<file path="src/rtl/flow_ctrl.sv">
// Pipeline flow scheduler: drives WORK/STOP/REFRESH codes into the PC and inter-stage registers,
// arbitrating traps, memory waits, taken jumps and load-use stalls.
module flow_ctrl #(
  parameter int                    FLOW_WIDTH   = 2,
  parameter logic [FLOW_WIDTH-1:0] FLOW_WORK    = 2'b00,
  parameter logic [FLOW_WIDTH-1:0] FLOW_STOP    = 2'b01,
  parameter logic [FLOW_WIDTH-1:0] FLOW_REFRESH = 2'b10,
  parameter int                    LU_CYCLES    = 1,
  parameter int                    MEM_TIMEOUT  = 255,
  parameter int                    CNT_WIDTH    = 32
) (
  input  logic                  clk,
  input  logic                  rst,
  input  logic                  ld_use_i,
  input  logic                  jump_i,
  input  logic                  mem_busy_i,
  input  logic                  trap_i,
  output logic [FLOW_WIDTH-1:0] flow_pc_o,
  output logic [FLOW_WIDTH-1:0] flow_if_id_o,
  output logic [FLOW_WIDTH-1:0] flow_id_ex_o,
  output logic [FLOW_WIDTH-1:0] flow_ex_mem_o,
  output logic [FLOW_WIDTH-1:0] flow_mem_wb_o,
  output logic                  trap_ack_o,
  output logic                  mem_timeout_o,
  output logic [CNT_WIDTH-1:0]  stall_cnt_o
);

  localparam int VW   = 5 * FLOW_WIDTH;
  localparam int LU_W = (LU_CYCLES > 1) ? $clog2(LU_CYCLES) : 1;

  localparam logic [LU_W-1:0] LU_LAST = LU_W'(LU_CYCLES - 1);
  localparam logic [15:0]     TMO     = 16'(MEM_TIMEOUT);

  // Flow vectors ordered {pc, if_id, id_ex, ex_mem, mem_wb}
  localparam logic [VW-1:0] V_NORM  = {5{FLOW_WORK}};
  localparam logic [VW-1:0] V_RST   = {5{FLOW_REFRESH}};
  localparam logic [VW-1:0] V_MEMW  = {FLOW_STOP, FLOW_STOP, FLOW_STOP, FLOW_STOP, FLOW_REFRESH};
  localparam logic [VW-1:0] V_TRAPF = {FLOW_WORK, FLOW_REFRESH, FLOW_REFRESH, FLOW_REFRESH, FLOW_WORK};
  localparam logic [VW-1:0] V_JMP   = {FLOW_WORK, FLOW_REFRESH, FLOW_REFRESH, FLOW_WORK, FLOW_WORK};
  localparam logic [VW-1:0] V_LU    = {FLOW_STOP, FLOW_STOP, FLOW_REFRESH, FLOW_WORK, FLOW_WORK};

  localparam logic [1:0] S_RUN        = 2'd0;
  localparam logic [1:0] S_MEM_WAIT   = 2'd1;
  localparam logic [1:0] S_LU_STALL   = 2'd2;
  localparam logic [1:0] S_TRAP_DRAIN = 2'd3;

  logic [1:0]      state, state_nxt, run_state;
  logic [LU_W-1:0] lu_cnt, lu_nxt, run_lu;
  logic [15:0]     wait_cnt, wait_nxt, run_wait;
  logic [VW-1:0]   vec, run_vec;
  logic            ack, run_ack;

  // Plain RUN-state decision; the other states fall back to it in several cases.
  always_comb begin
    // NOTE: every always_comb output gets a default first, so no path can leave it unassigned and infer a latch.
    run_vec   = V_NORM;
    run_ack   = 1'b0;
    run_state = S_RUN;
    run_wait  = '0;
    run_lu    = '0;
    if (trap_i && !mem_busy_i) begin
      run_vec = V_TRAPF;
      run_ack = 1'b1;
    end else if (trap_i) begin
      run_vec   = V_MEMW;
      run_state = S_TRAP_DRAIN;
    end else if (mem_busy_i) begin
      run_vec   = V_MEMW;
      run_state = S_MEM_WAIT;
      run_wait  = 16'd1;
    end else if (jump_i) begin
      run_vec = V_JMP;
    end else if (ld_use_i) begin
      run_vec = V_LU;
      if (LU_CYCLES > 1) begin
        run_state = S_LU_STALL;
        run_lu    = LU_W'(1);
      end
    end
  end

  always_comb begin
    vec       = run_vec;
    ack       = run_ack;
    state_nxt = run_state;
    wait_nxt  = run_wait;
    lu_nxt    = run_lu;
    case (state)
      S_MEM_WAIT: begin
        if (mem_busy_i) begin
          vec       = V_MEMW;
          ack       = 1'b0;
          state_nxt = S_MEM_WAIT;
          lu_nxt    = '0;
          wait_nxt  = (wait_cnt == 16'hFFFF) ? wait_cnt : wait_cnt + 16'd1;
        end
      end
      S_LU_STALL: begin
        if (!trap_i && !mem_busy_i) begin
          ack       = 1'b0;
          lu_nxt    = '0;
          state_nxt = S_RUN;
          if (jump_i) begin
            vec = V_JMP;
          end else begin
            vec = V_LU;
            if (lu_cnt != LU_LAST) begin
              state_nxt = S_LU_STALL;
              lu_nxt    = lu_cnt + 1'b1;
            end
          end
        end
      end
      S_TRAP_DRAIN: begin
        // The flush completes even if trap_i dropped early.
        wait_nxt = '0;
        lu_nxt   = '0;
        if (mem_busy_i) begin
          vec       = V_MEMW;
          ack       = 1'b0;
          state_nxt = S_TRAP_DRAIN;
        end else begin
          vec       = V_TRAPF;
          ack       = 1'b1;
          state_nxt = S_RUN;
        end
      end
      default: ;
    endcase
    if (rst) begin
      vec = V_RST;
      ack = 1'b0;
    end
  end

  assign {flow_pc_o, flow_if_id_o, flow_id_ex_o, flow_ex_mem_o, flow_mem_wb_o} = vec;
  assign trap_ack_o = ack;

  // NOTE: sequential state uses non-blocking assignments so every register samples pre-edge values.
  always_ff @(posedge clk) begin
    if (rst) begin
      state         <= S_RUN;
      lu_cnt        <= '0;
      wait_cnt      <= '0;
      mem_timeout_o <= 1'b0;
      stall_cnt_o   <= '0;
    end else begin
      state    <= state_nxt;
      lu_cnt   <= lu_nxt;
      wait_cnt <= wait_nxt;
      if (wait_nxt == TMO)
        mem_timeout_o <= 1'b1;
      if (flow_pc_o != FLOW_WORK && stall_cnt_o != '1)
        stall_cnt_o <= stall_cnt_o + 1'b1;
    end
  end

endmodule

</file>
<file path="config.mk">
export PLATFORM = sky130hd
export DESIGN_NAME = flow_ctrl
export DESIGN_NICKNAME = d
export VERILOG_FILES = /design/src/rtl/flow_ctrl.sv
export SDC_FILE = /design/constraint.sdc
export NUM_CORES = 1
export LEC_CHECK = 0
export CAP_MARGIN = 20
export CORE_MARGIN = 1.5
export CORE_UTILIZATION = 35
export DETAILED_ROUTE_END_ITERATION = 10
export PLACE_DENSITY = 0.59
export SYNTH_ARGS = -nofsm -noshare
export SYNTH_HDL_FRONTEND = slang
export SYNTH_SLANG_ARGS = --single-unit
</file>
<file path="constraint.sdc">
create_clock -name clk -period 2.1 [get_ports clk]
set_input_delay 0.315 -clock clk [delete_from_list [all_inputs] [get_ports clk]]
set_output_delay 0.315 -clock clk [all_outputs]
set_load 0.02 [all_outputs]
</file>
# Word level (Yosys, flattened, before mapping)
# Cells that the tools add are included.
dict set report totals {
  wordCells 56
  in_bits 6
  out_inout_bits 44
  regBits 52
}
dict set report classes {
  n_mux 32
  bitwise 3
  n_addsub 3
  reduce_logical 7
  eq_ne 6
}
# op n
set op_table {}
lappend op_table {{9-bit 2-to-1 mux} 7}
lappend op_table {{32-bit by 1-bit adder with 32-bit output, second input constant} 1}
lappend op_table {{16-bit 2-to-1 mux} 2}
lappend op_table {{32-bit != test, second input constant} 1}
lappend op_table {{16-bit one-hot mux with 2 select lines} 1}
lappend op_table {{10-bit 2-to-1 mux} 3}
lappend op_table {{10-bit one-hot mux with 3 select lines} 1}
lappend op_table {{16-bit by 1-bit adder with 16-bit output, second input constant} 1}
lappend op_table {{16-bit equality test, second input constant} 1}
lappend op_table {{16-bit by 8-bit equality test with 1-bit output, second input constant} 1}
lappend op_table {{2-bit 2-to-1 mux} 7}
lappend op_table {{1-bit 2-to-1 mux} 9}
lappend op_table {{2-bit one-hot mux with 3 select lines} 1}
lappend op_table {{5-bit OR reduction} 1}
lappend op_table {{2-bit equality test, second input constant} 2}
lappend op_table {{1-bit logical AND} 3}
lappend op_table {{1-bit inverter} 3}
lappend op_table {{1-bit one-hot mux with 3 select lines} 1}
lappend op_table {{2-bit by 1-bit equality test with 1-bit output, second input constant} 1}
lappend op_table {{1-bit zero test} 2}
lappend op_table {{2-bit nonzero test} 1}
lappend op_table {{1-bit adder, second input constant} 1}

# Depth between registers and ports, before layout
# Gate-level depths: netlist (run 1).
dict set report logic_depth {
  word_depth 10
  mapped_depth 8
}

# Worst setup path after synthesis (run 1)
# No wires, ideal clock.
dict set report synth_path {
  path_type {reg-to-reg}
  from {register stall_cnt_o[3]}
  to {register stall_cnt_o[28]}
  path_buffers 2
  stages_incl_launch_ff 9
  setup_slack_ns -0.157
  t_arrival_ns 2.129
  required_time_ns 1.972
  period_less_slack_ns 2.257
  path_cell_list {dfxtp_1 nand4_1 or3_1 buf_6 or3_1 buf_6 nor4b_4 xnor2_1 nor2_1}
}
dict set report synth_via {
  elab_chain_len 2
}
# item line
set synth_lines {}
lappend synth_lines {{start: declaration} 25} ;# output logic [CNT_WIDTH-1:0] stall_cnt_o
lappend synth_lines {{start signal: assignment} 154} ;# stall_cnt_o <= stall_cnt_o + 1'b1;
lappend synth_lines {{branches (longest 2 deep; another with 32-bit by 1-bit adder with 32-bit output)} -}
# Parallel ways; which one is timed is not known.
# A chain may end at the register's enable or synchronous reset.

# Worst setup path in the final report (run 1)
dict set report layout_path {
  from {register stall_cnt_o[4]}
  to {register stall_cnt_o[29]}
}
# The elaborated chain is that of the path after synthesis.

==> flow_summary.ini, run 1 <==
[flow_run]
max_cap_violations = 0

[synthesis]
yosysWarningCount = 0
yosysTopAreaCell = dfxtp_1
synth_edf_count = 0
synth-async-reset-ratio_pct = 0
synth_ff_type = dfxtp_1
synth.ff_latch_count = 52
yosys-top-cells-area = dfxtp_1 (38%), xnor2_1 (7.9%), nor2_1 (6.4%), xor2_1 (4.1%), nand3_1 (3.4%)
syn_avg_cell_area_sq_um = 8.54
ys_types = 47
synth_area_sq_mm = 0.00277
ys_seq_area_share_pct = 37.6
synthCells = 324
synth_top_area_share_pct = 37.6

[cells_and_area]
final_core_util_pct = 49.7
area_growth_pct = 38.1
diodes = 0
drive_gt1_share_pct = 23.3
fillers = 770
layout.nets = 425
design_area_sq_mm = 0.00382

[clock_network]
ctsHoldBuffers = 0
cts_max_level = 2
clkLatencyLatePin_ps = 300
cts_tree = built
cts_max_path_buffers = 2
numCtsBuffers = 5
cts_root_buf = clkbuf_8
cts_sinks = 52
cts.clk_slew.worst_paths_ps = 90

[routing]
num_vias = 2601
viasPerCell = 5.01
drt-wirelength-per-cell_um = 12.7
totalWireLength_um = 6620
drtIter0Drc = 89
ant_nets = 0
drcViolationCount = 0
dr.pass1.iters = 4

[pwr]
power_density_mw_per_mm2 = 439
sequentialPowerShare_pct = 59.5
comb_power_share_pct = 8.3
ir_worst_vdd_uv = 255
clkPwrFrac_pct = 32.2
cellLeakagePower_nw = 1.35
p_sw_uw = 395
internal-power_mw = 1.28
switching_share_pct = 23.6

[floorplan]
dieWidth_um = 91.9
core_sq_mm = 0.00769
rows = 32
fp.dieH_um = 91.9
die_area_sq_mm = 0.00845
start_util_pct = 36.0
top_level_ports = 50

[sta]
min_period_ps = 2040
setup_ws_ps = 63.1
fin_skew_ps = 10.2
slew_violations = 0
fmax_mhz = 491
holdWs_ps = 475
hold_viol = 0
period_share_pct = 97.0
setup_violations = 0
fin_setup_tns_ps = 0

[global_route]
grt_util_all_layers_pct = 16.5
grt_pass1_wl_um = 11500
grt-ovfl-total = 0
grt_max_degree = 24
antenna_found_initial = 0
grt_pass1_vias = 2518

[place]
place_ws_ps = -221
post_dp_cell_area_sq_mm = 0.00369
numPortBuffers = 48
dp_hpwl_um = 4940
gp_congestion = 0.765

[min_path]
hold_class = reg -> reg

[worst_setup_path]
crit_fanout = 5
crit_required_ps = 2290
worstSetupPathType = reg -> reg
worstPathArrival_ps = 2230
crit_path_start_kind = flop
worstSetupEndpointType = flop

[status]
outcome = complete, no violations
[routing by layer]
| layer | vias to the layer above | track usage [%] | share of wire, % |
|---|---|---|---|
| met1 | 1217 | 21.7 | 47 |
| li1 | 1333 | - | - |
| met4 | 0 | 4.74 | 1.3 |
| met3 | 9 | 2.74 | 3.6 |
| met5 | - | 0 | 0 |
| met2 | 42 | 27.7 | 48 |
[per-stage QoR]
step                      cells  total power, mW
after CTS                   515             1.70
after floorplan             325             1.10
after detailed placement    508             1.17
final                       519             1.68
after global placement      508             1.17
after global routing        519             1.75
[power by group through the flow]
stage / clock network (mW) / logic (mW) / registers (mW)
final: 0.539 / 0.140 / 0.998
after global routing: 0.601 / 0.154 / 1.00
after CTS: 0.563 / 0.142 / 0.998
after detailed placement: 0 / 0.147 / 1.02
after global placement: 0 / 0.145 / 1.02
after floorplan: 0 / 0.0699 / 1.03
[cells by family after synthesis]
family	share of synthesized area [%]
adders and majority gates	0.904
and+or+nand+nor	35.2
AOI/OAI and AO/OA	8.59
DFF	37.6
other	0.136
xor gates and xnor gates	12.0
muxes	1.09
buffers and inverters	4.39
[worst paths after layout]
check | from | to | slack, ps | depth (start not counted)
worst max-delay path | stall_cnt_o[4] | stall_cnt_o[29] | 60 | 7
worst max register to register | stall_cnt_o[4] | stall_cnt_o[29] | 60 | 7
worst min-delay path | mem_timeout_o | mem_timeout_o | 480 | 2
worst min register to register | mem_timeout_o | mem_timeout_o | 480 | 2
[cell usage in the layout (no fill, tap or decap), types with 9 or more instances in the layout]
| cell type | n |
|---|---|
| buf_4 | 55 |
| nor2_1 | 47 |
| dfxtp_1 | 42 |
| clkdlybuf4s50_1 | 40 |
| xnor2_1 | 25 |
| nand2_1 | 21 |
| nand3_1 | 18 |
| nand4_1 | 13 |
| xor2_1 | 13 |
| nor4_1 | 10 |
| o21ai_0 | 10 |
| and3_1 | 9 |
| nor3_1 | 9 |
[flip-flops by register name (all words and copies together), names as in the netlist]
register,cells
state,2
wait_cnt,16
lu_cnt,1
mem_timeout_o,1
stall_cnt_o,32
[synth_stat cells, drive strengths merged (2+ instances only)]
library cell / count
o31ai: 2
inv: 3
nor4b: 4
or3: 5
nand4: 13
o21bai: 2
mux2i: 3
a31oi: 4
ha: 2
dfxtp: 52
nand2: 21
o21ai: 11
nor2: 47
nor4: 17
xnor2: 25
o31a: 2
o211ai: 3
xor2: 13
nor2b: 5
nor3: 10
a21oi: 7
and3: 9
buf: 12
nand3: 19
clkbuf: 8
nand2b: 2
or2: 3
and4: 6
and2: 5
[worst max-delay path, cell delays in order (launching register included)]
cell and delay [ps]:
dfxtp_4 370, nand4_1 120, or3_4 390, or3_4 400, buf_2 180, nor4_2 260
xnor2_1 150, nor2_1 60
[final cells by class]
| type | count | area [sq um] | area share (%) |
|---|---|---|---|
| multi-input cells | 250 | 1650 | 43.1 |
| flip-flops and latches | 52 | 1060 | 27.8 |
| repair buffers | 105 | 896 | 23.4 |
| well taps | 102 | 128 | 3.34 |
| clock buffers | 6 | 72.6 | 1.90 |
| inverters | 3 | 11.3 | 0.295 |
| clock inverters | 1 | 5.00 | 0.131 |
[repair_timing]
item                                    CTS  global route
gates cloned                              0             1
gates resized for setup                   7            12
endpoints found under the setup margin    7            13
pin swaps                                 0             3
setup buffers                             0             3
Note: power is estimated with default switching activity, not from simulation.
==> inputs of run 2 (changes only) <==
Clock period 2.1 ns to 1.7 ns, I/O delays scaled along.
==> flow_summary.ini, run 2 (synthesis results as in run 1) <==
[sta]
setup_ws_ps = -303
min_period_ps = 2000
fmax_mhz = 499
slew_violations = 0
holdWs_ps = 476
fin_skew_ps = 10.6
hold_viol = 0
period_share_pct = 118
setup_violations = 34
rsz0062_at_grt = yes

[worst_setup_path]
worstSetupEndpointType = flop
worstPathArrival_ps = 2220
crit_required_ps = 1920
worstSetupPathType = reg -> reg
crit_path_start_kind = flop
crit_fanout = 8

[global_route]
grt_max_degree = 20
grt_pass1_wl_um = 13300
grt_pass1_vias = 2879
antenna_found_initial = 0
grt-ovfl-total = 0
grt_util_all_layers_pct = 19.3

[floorplan]
die_area_sq_mm = 0.00845
top_level_ports = 50
dieWidth_um = 91.9
start_util_pct = 36.0
fp.dieH_um = 91.9
rows = 32
core_sq_mm = 0.00769

[place]
gp_congestion = 0.798
dp_hpwl_um = 5490
numPortBuffers = 48

[clock_network]
cts_sinks = 52
cts_max_path_buffers = 2
cts.clk_slew.worst_paths_ps = 100
cts_root_buf = clkbuf_8
clkLatencyLatePin_ps = 320
cts_tree = built
ctsHoldBuffers = 0
cts_max_level = 2
numCtsBuffers = 5

[cells_and_area]
largest_reg_flops = 32
multi_input_area_sq_mm = 0.00191
drive_gt1_share_pct = 41.7
top_regs = stall_cnt_o: 32 flops, wait_cnt: 16 flops, state: 2 flops
layout_commonest_cell = buf_4
area_growth_pct = 67.1
regMostFlops = stall_cnt_o
fillers = 670
diodes = 0
layout.nets = 479
seqCellArea_sq_mm = 0.00108
final_cell_mix = buf_4 (101), nor2_1 (43), dfxtp_1 (36)

[routing]
ant_nets = 0
drtIter0Drc = 93
num_vias = 2843
drcViolationCount = 0
drt-wirelength-per-cell_um = 13.9
totalWireLength_um = 7970
viasPerCell = 4.95
dr.pass1.iters = 4

[min_path]
hold_class = reg -> reg

[flow_run]
max_cap_violations = 0

[pwr]
power_mw = 2.22
ir_worst_vdd_uv = 303
power_density_mw_per_mm2 = 481
cellLeakagePower_nw = 1.88

[status]
violations = negative setup slack
outcome = finished, violations left
run 2: cell count changes in the layout (fill, tap and decap cells not counted), moves of 4 or more:
cell / previous run / this run
buf_4: 55 / 101
clkdlybuf4s50_1: 40 / 25
dlymetal6s2s_1: 1 / 11
buf_6: 1 / 8
nor4_4: 2 / 9
dfxtp_1: 42 / 36
nand3_1: 18 / 12
nor4_1: 10 / 4
nand3_2: 1 / 6
dfxtp_2: 6 / 10
nor2_1: 47 / 43
nor2_2: 0 / 4
run 2: what timing repair did:
| item | 4_1_cts | 5_1_grt |
|---|---|---|
| setup endpoints to repair | 48 | 56 |
| pin swaps | 31 | 31 |
| buffers inserted | 4 | 5 |
| cloned | 0 | 1 |
| resized for setup | 73 | 44 |
run 2: cell type report:
type,count,area share (%)
inverters,3,0.244
well taps,102,2.76
multi-input cells,250,41.3
flip-flops and latches,52,23.3
clock buffers,6,1.79
clock inverters,2,0.271
repair buffers,159,30.4
run 2: path summary, 6_finish.rpt:
kind / slack, ps / from / end / cells after the start
max: -300 / stall_cnt_o[5] / stall_cnt_o[28] / 7
max reg2reg: -300 / stall_cnt_o[5] / stall_cnt_o[28] / 7
min reg2reg: 480 / mem_timeout_o / mem_timeout_o / 2
min: 480 / mem_timeout_o / mem_timeout_o / 2
run 2: stage by stage:
step           setup TNS, ps  setup slack (ps)  std cells  utilization, %  instance area [sq um]
2_1_floorplan          -8030              -404        325               -                   2860
3_3_place_gp          -14740              -508        558            53.7                   4130
4_1_cts                -5930              -311        569            57.6                   4430
3_5_place_dp          -15530              -528        558            53.7                   4130
5_1_grt                -9280              -382        574            60.1                   4620
6_report               -5700              -303        574            60.1                   4620
run 2: power by group:
part / internal, mW / switching (mW)
registers: 1.22 / 0.00736
clock network: 0.334 / 0.453
logic: 0.0981 / 0.110
total: 1.65 / 0.570
run 2: per-layer routing:
metal  routed length, um  vias up  track usage [%]
li1                    -     1443                -
met1                3750     1347             25.1
met2                3840       44             31.8
met3                 266        9             4.15
met4                 111        0             5.77
met5                   0        -                0
run 2: worst max-delay path: stages, from the launching register on:
cell and delay (ps):
dfxtp_4 360, nand4_1 130, or3_4 410, or3_4 400, buf_12 160, nor4b_4 250, xnor2_1 140, nor2_1 50
==> inputs of run 3 (changes only) <==
Settings changed: CTS_CLUSTER_DIAMETER from default to 100, PLACE_DENSITY 0.59 to 0.57, SETUP_SLACK_MARGIN from default to 0.3.
Clock period 1.7 ns to 2.5 ns, I/O delays scaled along.
==> flow_summary.ini, run 3 (synthesis results as in run 1) <==
[cells_and_area]
largest_reg_flops = 32
drive_gt1_share_pct = 15.0
diodes = 0
final_cell_mix = nor2_1 (47), dfxtp_1 (45), clkdlybuf4s50_1 (39)
area_growth_pct = 30.0
layout_commonest_cell = nor2_1
regMostFlops = stall_cnt_o
final_core_util_pct = 46.8
layout.nets = 393
top_regs = stall_cnt_o: 32 flops, wait_cnt: 16 flops, state: 2 flops
fillers = 785

[place]
gp_congestion = 0.853
numPortBuffers = 48
dp_hpwl_um = 4650

[worst_setup_path]
crit_path_start_kind = primary input
crit_fanout = 20
critPathBufInv = 3
rr_worst_depth = 7
cp_slowest_cell = clkdlybuf4s50_1
crit_family = buffers and inverters
max_stage_delay_ps = 640
worstPathArrival_ps = 1810
path_depth = 3
worstSetupPathType = in -> out
crit_required_ps = 2120
worstSetupEndpointType = output port
cpMostUsedCell = clkdlybuf4s50_1
path_cells = clkdlybuf4s50_1 > buf_12 > clkdlybuf4s50_1
reg2reg_slack_ps = 410

[global_route]
antenna_found_initial = 0
grt_util_all_layers_pct = 16.4
grt_pass1_vias = 2465
grt_max_degree = 21
grt-ovfl-total = 0
grt_pass1_wl_um = 11300

[clock_network]
cts.clk_slew.worst_paths_ps = 90
cts_sinks = 52
numCtsBuffers = 5
cts_max_level = 2
clkLatencyLatePin_ps = 300
cts_root_buf = clkbuf_8
cts_max_path_buffers = 2
cts_tree = built

[routing]
drcViolationCount = 0
num_vias = 2425
drtIter0Drc = 101
viasPerCell = 4.97
ant_nets = 0
dr.pass1.iters = 4
totalWireLength_um = 6430
drt-wirelength-per-cell_um = 13.2

[flow_run]
max_cap_violations = 0

[sta]
period_share_pct = 87.5
setup_violations = 0
fmax_mhz = 457
hold_viol = 0
slew_violations = 0
rsz0062_at_grt = yes
min_period_ps = 2190
fin_setup_tns_ps = 0
fin_skew_ps = 6.11

[floorplan]
die_area_sq_mm = 0.00845
core_sq_mm = 0.00769
rows = 32
start_util_pct = 36.0
top_level_ports = 50
dieWidth_um = 91.9
fp.dieH_um = 91.9

[min_path]
hold_class = reg -> reg
min_path_cells = 2

[pwr]
power_density_mw_per_mm2 = 405
cellLeakagePower_nw = 1.19
ir_worst_vdd_uv = 190

[status]
outcome = complete, no violations
## run 3: cell types whose count changed in the layout (fill, tap and decap cells not counted), moves of 8 or more
| cell | change |
|---|---|
| buf_6 | -8 |
| nor4_4 | -8 |
| dlymetal6s2s_1 | -11 |
| clkdlybuf4s50_1 | +14 |
| dfxtp_1 | +9 |
| buf_4 | -78 |
## run 3: timing repair
action                                  in CTS  in global routing
resized for setup                           10                  6
pin swaps                                    0                  3
hold buffers                                 0                  0
endpoints found under the setup margin      10                 23
setup buffers                                0                  3
## run 3: through the flow
| step | setup slack [ps] | instance area (sq um) | total power [mW] | cells | hold slack, ps |
|---|---|---|---|---|---|
| after floorplan | 323 | 2780 | 0.925 | 325 | 469 |
| after detailed placement | 49.8 | 3460 | 0.980 | 477 | 482 |
| after CTS | 310 | 3550 | 1.48 | 485 | 496 |
| final | 311 | 3600 | 1.46 | 488 | 486 |
| after global routing | 241 | 3600 | 1.52 | 488 | 501 |
| after global placement | 60.5 | 3460 | 0.981 | 477 | 470 |
## run 3: final timing paths
path                                       to          start
worst min register to register  mem_timeout_o  mem_timeout_o
worst max register to register  mem_timeout_o    wait_cnt[5]
worst max-delay path             flow_pc_o[1]            rst
worst min-delay path            mem_timeout_o  mem_timeout_o
## run 3: per-layer routing
layer | vias to the layer above | global-route usage, % | wire (um)
met1 | 1121 | 21.4 | 3230
met2 | 33 | 26.6 | 2920
met5 | - | 0 | 0
met4 | 0 | 5.38 | 92
li1 | 1263 | - | -
met3 | 8 | 3.65 | 190
## run 3: final cells by class
type	count	area [sq um]	area share, %
Clock buffer	7	86.3	2.40
Clock inverter	1	7.51	0.209
Inverter	3	11.3	0.313
Multi-Input combinational cell	250	1630	45.4
Sequential cell	52	1050	29.2
Tap cell	102	128	3.55
Timing Repair Buffer	73	682	19.0
## run 3: power by group
part	internal [mW]	switching, mW
clock	0.226	0.276
sequential	0.835	0.00861
combinational	0.0500	0.0606
total	1.11	0.345
## run 3: tightest hold or removal path: cells and delay by family, from the launching register on
family | cells | cell delay [ps]
compound gates | 1 | 50
buf+inv | 1 | 60
flops | 1 | 340
